==> src/rtl/switch_debouncer_pkg.sv <==
// Shared switch-bank types and constants used by the debouncer and by the
// board-level code that instantiates it.
package switch_debouncer_pkg;

   // Switch bank as seen by the chipset.
   typedef logic [15:0] switch_t;

   // Stable-cycle count used by the board when instantiating the debouncer.
   localparam int unsigned SWITCH_DEBOUNCE_CYCLES = 250_000;

   // Counter width for a given stable-cycle count (at least one bit).
   function automatic int unsigned cnt_width(input int unsigned cycles);
      return (cycles < 2) ? 1 : $clog2(cycles);
   endfunction

endpackage

==> src/rtl/switch_debouncer_debounce_bit.sv <==
// One debounced switch bit. The debounced value follows the synchronised
// input only after the input has disagreed with it for STABLE_CYCLES
// consecutive edges; any return to the old value restarts the count.
// rise_o pulses for one cycle in the cycle the debounced value changes.
module switch_debouncer_debounce_bit
   import switch_debouncer_pkg::*;
#(
   parameter int unsigned STABLE_CYCLES = SWITCH_DEBOUNCE_CYCLES,
   parameter logic        RESET_VALUE   = 1'b0
) (
   input  logic clk_cpu_i,
   input  logic reset_async_ni,
   input  logic sync_i,
   output logic switch_o,
   output logic rise_o
);

   localparam int unsigned   CW       = cnt_width(STABLE_CYCLES);
   localparam logic [CW-1:0] CNT_LAST = CW'(STABLE_CYCLES - 1);

   logic [CW-1:0] cnt_q;
   logic [CW-1:0] cnt_d;
   logic          switch_q;
   logic          switch_d;
   logic          rise;

   // Count consecutive disagreeing edges; commit the new value on the last one.
   always_comb begin
      cnt_d    = cnt_q;
      switch_d = switch_q;
      rise     = 1'b0;
      if (sync_i == switch_q) begin
         cnt_d = '0;
      end else if (cnt_q == CNT_LAST) begin
         switch_d = sync_i;
         cnt_d    = '0;
         rise     = 1'b1;
      end else begin
         cnt_d = cnt_q + CW'(1);
      end
   end

   // Counter and debounced value; reset discards any partial count.
   always_ff @(posedge clk_cpu_i or negedge reset_async_ni) begin
      if (!reset_async_ni) begin
         cnt_q    <= '0;
         switch_q <= RESET_VALUE;
      end else begin
         cnt_q    <= cnt_d;
         switch_q <= switch_d;
      end
   end

   assign switch_o = switch_q;
   assign rise_o   = rise;

endmodule

==> src/rtl/switch_debouncer.sv <==
// Switch-bank debouncer: two-flop synchroniser per bit, independent per-bit
// debounce, and a sticky change mask offered to the CPU side as a
// valid/ready event. event_data_o is the live debounced value.
// Build option: SWITCH_DEBOUNCE_BYPASS_EN removes the debounce counters and
// lets the synchronised value straight through (simulation / bring-up).
module switch_debouncer
   import switch_debouncer_pkg::*;
#(
   parameter int unsigned       WIDTH         = 16,
   parameter int unsigned       STABLE_CYCLES = SWITCH_DEBOUNCE_CYCLES,
   parameter logic [WIDTH-1:0]  RESET_VALUE   = '0
) (
   input  logic             clk_cpu_i,
   input  logic             reset_async_ni,
   input  logic [WIDTH-1:0] switch_async_i,
   output logic [WIDTH-1:0] switch_o,
   output logic             event_valid_o,
   input  logic             event_ready_i,
   output logic [WIDTH-1:0] event_mask_o,
   output logic [WIDTH-1:0] event_data_o
);

   logic [WIDTH-1:0] meta_q;
   logic [WIDTH-1:0] meta_d;
   logic [WIDTH-1:0] sync_q;
   logic [WIDTH-1:0] sync_d;
   logic [WIDTH-1:0] switch_w;
   logic [WIDTH-1:0] rise;
   logic [WIDTH-1:0] mask_q;
   logic [WIDTH-1:0] mask_d;
   logic             valid_q;
   logic             valid_d;
   logic             handshake;

   // Synchroniser chain next-state.
   always_comb begin
      meta_d = switch_async_i;
      sync_d = meta_q;
   end

   // Synchroniser flops; reset loads the debounced reset value so no change is seen.
   always_ff @(posedge clk_cpu_i or negedge reset_async_ni) begin
      if (!reset_async_ni) begin
         meta_q <= RESET_VALUE;
         sync_q <= RESET_VALUE;
      end else begin
         meta_q <= meta_d;
         sync_q <= sync_d;
      end
   end

`ifdef SWITCH_DEBOUNCE_BYPASS_EN
   logic [WIDTH-1:0] switch_q;
   logic [WIDTH-1:0] switch_d;

   // Bypass: debounced value simply follows the synchronised input.
   always_comb begin
      switch_d = sync_q;
      rise     = switch_d ^ switch_q;
   end

   // Bypass debounced-value register.
   always_ff @(posedge clk_cpu_i or negedge reset_async_ni) begin
      if (!reset_async_ni) begin
         switch_q <= RESET_VALUE;
      end else begin
         switch_q <= switch_d;
      end
   end

   assign switch_w = switch_q;
`else
   genvar gi;
   generate
      for (gi = 0; gi < WIDTH; gi++) begin : g_bit
         switch_debouncer_debounce_bit #(
            .STABLE_CYCLES (STABLE_CYCLES),
            .RESET_VALUE   (RESET_VALUE[gi])
         ) u_debounce_bit (
            .clk_cpu_i      (clk_cpu_i),
            .reset_async_ni (reset_async_ni),
            .sync_i         (sync_q[gi]),
            .switch_o       (switch_w[gi]),
            .rise_o         (rise[gi])
         );
      end
   endgenerate
`endif

   // Sticky change mask: cleared by an accepted event, but a change landing
   // in the accept cycle is kept. Valid is registered from the next mask so
   // it tracks the mask exactly with no path from ready.
   always_comb begin
      handshake = valid_q & event_ready_i;
      mask_d    = (handshake ? '0 : mask_q) | rise;
      valid_d   = |mask_d;
   end

   // Event mask and valid registers.
   always_ff @(posedge clk_cpu_i or negedge reset_async_ni) begin
      if (!reset_async_ni) begin
         mask_q  <= '0;
         valid_q <= 1'b0;
      end else begin
         mask_q  <= mask_d;
         valid_q <= valid_d;
      end
   end

   assign switch_o      = switch_w;
   assign event_data_o  = switch_w;
   assign event_mask_o  = mask_q;
   assign event_valid_o = valid_q;

endmodule
==> config.mk <==
export PLATFORM = sky130hd
export DESIGN_NAME = switch_debouncer
export DESIGN_NICKNAME = d
export VERILOG_FILES = /design/src/rtl/switch_debouncer_pkg.sv /design/src/rtl/switch_debouncer_debounce_bit.sv /design/src/rtl/switch_debouncer.sv
export SDC_FILE = /design/constraint.sdc
export NUM_CORES = 1
export LEC_CHECK = 0
export ABC_AREA = 1
export ABC_CLOCK_PERIOD_IN_PS = 1350
export BUFFER_PORTS_ARGS = -buffer_cell sky130_fd_sc_hd__buf_2
export CAP_MARGIN = 10
export CORE_ASPECT_RATIO = 0.75
export CORE_MARGIN = 2
export CORE_UTILIZATION = 48
export CTS_CLUSTER_SIZE = 30
export DETAILED_ROUTE_END_ITERATION = 10
export PLACE_DENSITY = 0.64
export SLEW_MARGIN = 20
export SYNTH_ARGS = -nofsm -noshare
export SYNTH_HDL_FRONTEND = slang
export SYNTH_SLANG_ARGS = --single-unit
==> constraint.sdc <==
create_clock -name clk_cpu_i -period 1.35 [get_ports clk_cpu_i]
set_input_delay 0.0675 -clock clk_cpu_i [delete_from_list [all_inputs] [get_ports clk_cpu_i]]
set_output_delay 0.0675 -clock clk_cpu_i [all_outputs]
set_load 0.01 [all_outputs]
## Word level (Yosys, flattened, before mapping)

Cells that the tools add are included.
W data, S select, Z words.

- Logic and storage cells: 184
- Input bits: 19
- Flip-flop bits (word level): 353

- Muxes and demuxes: 65
- $add $sub $neg: 16
- Equal/unequal tests: 32
- Bitwise logic cells: 18
- Reductions and logical operators: 17

Operators by type and width:

| operator | count |
|---|---|
| $mux W18 | 32 |
| $add A18 B1 Y18 const B | 16 |
| $eq A18 B18 Y1 const B | 16 |
| $mux W1 | 32 |
| $reduce_and A2 Y1 | 16 |
| $eq A1 B1 Y1 | 16 |
| $mux W16 | 1 |
| $not A1 Y1 | 16 |
| $or A16 B16 Y16 | 1 |
| $reduce_or A16 Y1 | 1 |
| $and A1 B1 Y1 | 1 |

## Depth between registers and ports, before layout

- Depth in word-level cells: 5
- Depth in mapped cells: 11

## Hierarchy

A second synthesis with hierarchy kept.

- Cells, all modules: 2306
- Area, all modules: 18916.9 um^2

By module, submodules not included:

| module | times used | cells each | area each (um^2) |
|---|---|---|---|
| switch_debouncer_debounce_bit | 16 | 136 | 1079.8 |
| switch_debouncer | 1 | 130 | 1640.3 |

## Worst setup path after synthesis

Ideal clock, no wire load.

- Kind: reg-to-reg
- From: register g_bit[13].u_debounce_bit.cnt_q[0]
- To: register g_bit[13].u_debounce_bit.cnt_q[10]
- Library setup time: 0.118 ns
- Data required time: 1.232 ns
- Slack: -0.128 ns
- Arrival time: 1.360 ns
- Cell stages (with the launch flop): 10
- Path through: dfrtp_1 > ha_1 > nand3_1 > nor2_1 > nand2_1 > nor2_2 > nand2_2 > nor2_4 > xor2_1 > nor2_1

- Longest elaborated chain between the ends: 3
- Elaborated cells on any way between the ends: 4
- Those cells by class: 1 x add/sub; 1 x eq/ne; 2 x mux

Ends and longest elaborated chain:

| what | RTL line | source |
|---|---|---|
| start: declaration | switch_debouncer_debounce_bit.sv:21 | `logic [CW-1:0] cnt_q;` |
| start signal: assignment | switch_debouncer_debounce_bit.sv:49 | `cnt_q <= cnt_d;` |
| $add A18 B1 Y18 or $eq A18 B18 Y1 (tied branches) | switch_debouncer_debounce_bit.sv:39, switch_debouncer_debounce_bit.sv:34 |  |
| $mux W18 (*) | switch_debouncer_debounce_bit.sv:34 | `end else if (cnt_q == CNT_LAST) begin` |
| $mux W18 (*) | switch_debouncer_debounce_bit.sv:32 | `if (sync_i == switch_q) begin` |
| via g_bit[13].u_debounce_bit.cnt_d[10] | switch_debouncer_debounce_bit.sv:22 | `logic [CW-1:0] cnt_d;` |

Mark *: on every way through the listed nets, which the timed path passes. The rest lies on a longest branch.
A chain may end at the register's enable or synchronous reset.

## Worst setup path in the final report

- From: register g_bit[5].u_debounce_bit.cnt_q[1]
- To: register g_bit[5].u_debounce_bit.cnt_q[10]

- Longest elaborated chain between the ends: 3
- Elaborated cells on any way between the ends: 4
- Those cells by class: 1 x add/sub; 1 x eq/ne; 2 x mux

Ends and longest elaborated chain:

| what | RTL line |
|---|---|
| start: declaration | switch_debouncer_debounce_bit.sv:21 |
| start signal: assignment | switch_debouncer_debounce_bit.sv:49 |
| $add A18 B1 Y18 or $eq A18 B18 Y1 (tied branches) | switch_debouncer_debounce_bit.sv:39, switch_debouncer_debounce_bit.sv:34 |
| $mux W18 (*) | switch_debouncer_debounce_bit.sv:34 |
| $mux W18 (*) | switch_debouncer_debounce_bit.sv:32 |
| via g_bit[5].u_debounce_bit.cnt_d[10] | switch_debouncer_debounce_bit.sv:22 |

Marked as above.

==> results.txt <==
CTS root buf: clkbuf_16
CP Capture Type: flop
Die Ht: 167 um
Max_slew headroom: 0.684
Top-count cell post-synth: dfrtp_1
Placer Congestion: 0.863
Total grt overflow: 0
DRT Pass-1 Iters: 5
Die area: 0.0370 mm2
Mux share of post-synthesis cell area: 0.0106
DR WL/cell: 15.8 um
Pin count of the biggest net entering global routing: 56
Seq cells post-synth: 353
Commonest cells post-synth: dfrtp_1, nor2_1, nand2_1
Clk Latency, worst-skew pair: 0.54 ns
Synth cell types: 37
Chip Width: 221 um
WP buf/inv: 0
Post-Syn Area: 0.0170 mm2
CTS tree: done
Antenna viol nets, final: 0
Port Buf Inserts: 67
Logic pwr share: 0.071
Slew Viols, Final: 0
Placed Cells: 2,856
Final Hold Vio Count: 0
Max IR drop VDD: 0.989 mV
Crit path cell chain: ha_4, nand3_4, nor2_4, nand2_2, nor2_4, nand3_4, nor2_4, xor2_1, nor2_1
Synth Flop Type: dfrtp_1
Reg-to-reg slack, setup: -0.29 ns
Compound-Gate Fraction of Synth Area: 0.0781
Final setup fails: 269
Switching fraction of total power: 0.232
Syn Inst Count: 2,001
Core area: 0.0348 mm2
Initial antenna violation count: 0
Drt drc: 0
Clk buf depth: 3
Fmax: 0.611 GHz
Critical Path Max Stage Delay: 0.40 ns
Fin nets: 2,669
Post-Route WL: 49.3 mm
I/O Pins: 68
CP delay by family, top: simple AND/OR/NAND/NOR gates
Final worst setup slack: -0.288 ns
Tmin final: 1.64 ns
P_sw: 5.40 mW
YS warnings: 0
Area share of fa/ha/maj cells after synthesis: 0.0118
Pre-CTS setup slack: -0.296 ns
Vias/cell: 5.21
Slowest CP cell: dfrtp_1
Cell taking the most area after synthesis: dfrtp_1
Vias in the first global route: 15,900
Fraction of registers with async set or reset after synthesis: 1.00
Hpwl dp: 28.4 mm
Hold slack: 0.0251 ns
Final worst clock skew: 0.0248 ns
Violated checks: negative setup slack
Dominant cells by area after synthesis: dfrtp_1, nor2_1, nand2_1
Routed vias: 16,200
Core Util, Final: 0.773
Rows: 59
Worst EP arrival: 2.06 ns
Fin Setup TNS: -27.01 ns
Mapped Nets: 2,036
Total global-route track usage: 0.240
Clock Power Share: 0.459
CTS HTree Levels: 2
Post-Synth Simple-Gate Area: 0.273
CP dominant cell by count: nor2_4
Starting Density: 0.489
First-pass GRT wire length: 74.9 mm
EDFF count, synth: 0
Syn Area/Cell: 8.50 um2
Worst Setup Start Kind: flop
CTS buffer count: 38
Req. time, crit path: 1.78 ns
CP Max Fanout: 4
Largest family of logic cells by synthesized area: simple AND/OR/NAND/NOR gates
Placed inst area: 0.0208 mm2
Starting DRT DRC Count: 1,098
Power consumption: 23.3 mW
Final Cycle Share: 1.21
Final instance area: 0.0269 mm2
Outcome: finished, violations left
Critical path class: reg -> reg
RSZ-0062 raised after global routing: true
Sequential power share: 0.471
Share of the yosys chip area belonging to registers: 0.519
Leakage: 12.6 nW
Max Cap Viol: 0
FILL cells: 2,122
Synth top area share: 0.519
Final Non-Filler Cells: 3,117
Share of layout cells above drive strength 1: 0.491
Worst Tran Pin Value: 0.472 ns
# diodes: 0
Clock transition at path regs: 0.06 ns
Int Power: 17.9 mW
XOR/XNOR Fraction of Synth Area: 0.0335
PD cells: 867 mW/mm2
Area growth from synthesis to layout: 58.0%
Hold Path Class: in -> async
Clock sink count: 353
## logic make-up after synthesis
family,count (synthesis)
flip-flops,353
XOR/XNOR,65
AND/OR/NAND/NOR,1005
multiplexers,16
buffers and inverters,298
adder cells (fa/ha/maj),16
AO/OA/AOI/OAI,248
## metal layers
layer | share of wire | wire (um) | up-vias | GRT usage
li1 | - | - | 7766 | -
met1 | 0.43 | 21100 | 8028 | 0.328
met2 | 0.51 | 25300 | 352 | 0.404
met3 | 0.037 | 1830 | 96 | 0.0355
met4 | 0.023 | 1130 | 0 | 0.0630
met5 | 0 | 0 | - | 0
## what timing repair did
item,4_1_cts,5_1_grt
setup buffers,96,95
hold endpoints to repair,370,0
hold buffers,18,0
cloned,0,2
pin swaps,131,211
gates resized for setup,430,450
endpoints found under the setup margin,250,288
## flip-flops by register name, indices dropped and copies added, names as in the netlist
register / count
g_bit.u_debounce_bit.switch_o: 16
g_bit.u_debounce_bit.cnt_q: 288
meta_q: 16
event_mask_o: 16
sync_q: 16
event_valid_o: 1
## path summary, 6_finish.rpt
check | start | endpoint | cells after the start
worst max-delay path | g_bit[5].u_debounce_bit.cnt_q[1] | g_bit[5].u_debounce_bit.cnt_q[10] | 9
min in group clk_cpu_i | switch_async_i[1] | meta_q[1] | 2
worst max register to register | g_bit[5].u_debounce_bit.cnt_q[1] | g_bit[5].u_debounce_bit.cnt_q[10] | 9
worst min-delay path | reset_async_ni | g_bit[14].u_debounce_bit.cnt_q[9] | 2
max in group asynchronous | reset_async_ni | g_bit[4].u_debounce_bit.cnt_q[2] | 3
worst min register to register | meta_q[0] | sync_q[0] | 0
## cells in the final DEF, fill, tap and decap left out, types with 9 or more instances in the layout
master	instances
nor3_1	44
buf_6	91
nand3_4	42
nand2_2	67
nand2_1	202
nor3_4	30
nand3_2	40
a21oi_2	49
dlygate4sd3_1	18
inv_2	29
o21ai_0	10
o21a_1	21
inv_1	212
buf_4	439
nor3_2	29
xnor2_1	19
nand4_1	30
o21ai_2	37
buf_2	66
nor2_4	100
nand2_4	46
ha_4	13
nor2_2	62
dfrtp_1	338
o21ai_1	19
nand3_1	55
a21oi_1	92
mux2_2	15
dfrtp_2	15
clkbuf_16	42
nor2_1	220
xor2_1	43
nor3b_2	18
buf_12	11
clkbuf_8	9
## layout make-up
type | instances | area, um2 | area share
clock buffer | 56 | 1170 | 0.0436
inverter | 261 | 1070 | 0.0400
sequential | 353 | 8850 | 0.329
multi-input combinational | 1351 | 9970 | 0.371
timing repair buffer | 629 | 5120 | 0.191
clock inverter | 10 | 104 | 0.00387
tap | 457 | 572 | 0.0213
## worst register-to-register path, delay by kind of cell, from the launching register on
family / cells / cell delay (ns)
AND/OR/NAND/NOR: 7 / 0.78
flip-flops: 1 / 0.40
adder cells (fa/ha/maj): 1 / 0.18
XOR/XNOR: 1 / 0.17
## power groups by stage
stage	logic (mW)	clock network (mW)	registers [mW]
floorplan	0.442	0	11.1
global placement	1.10	0	11.1
detailed placement	1.13	0	11.1
CTS	1.42	10.9	10.9
global route	1.82	11.4	11.0
finish	1.65	10.7	11.0
(Power assumes the default switching activity.)
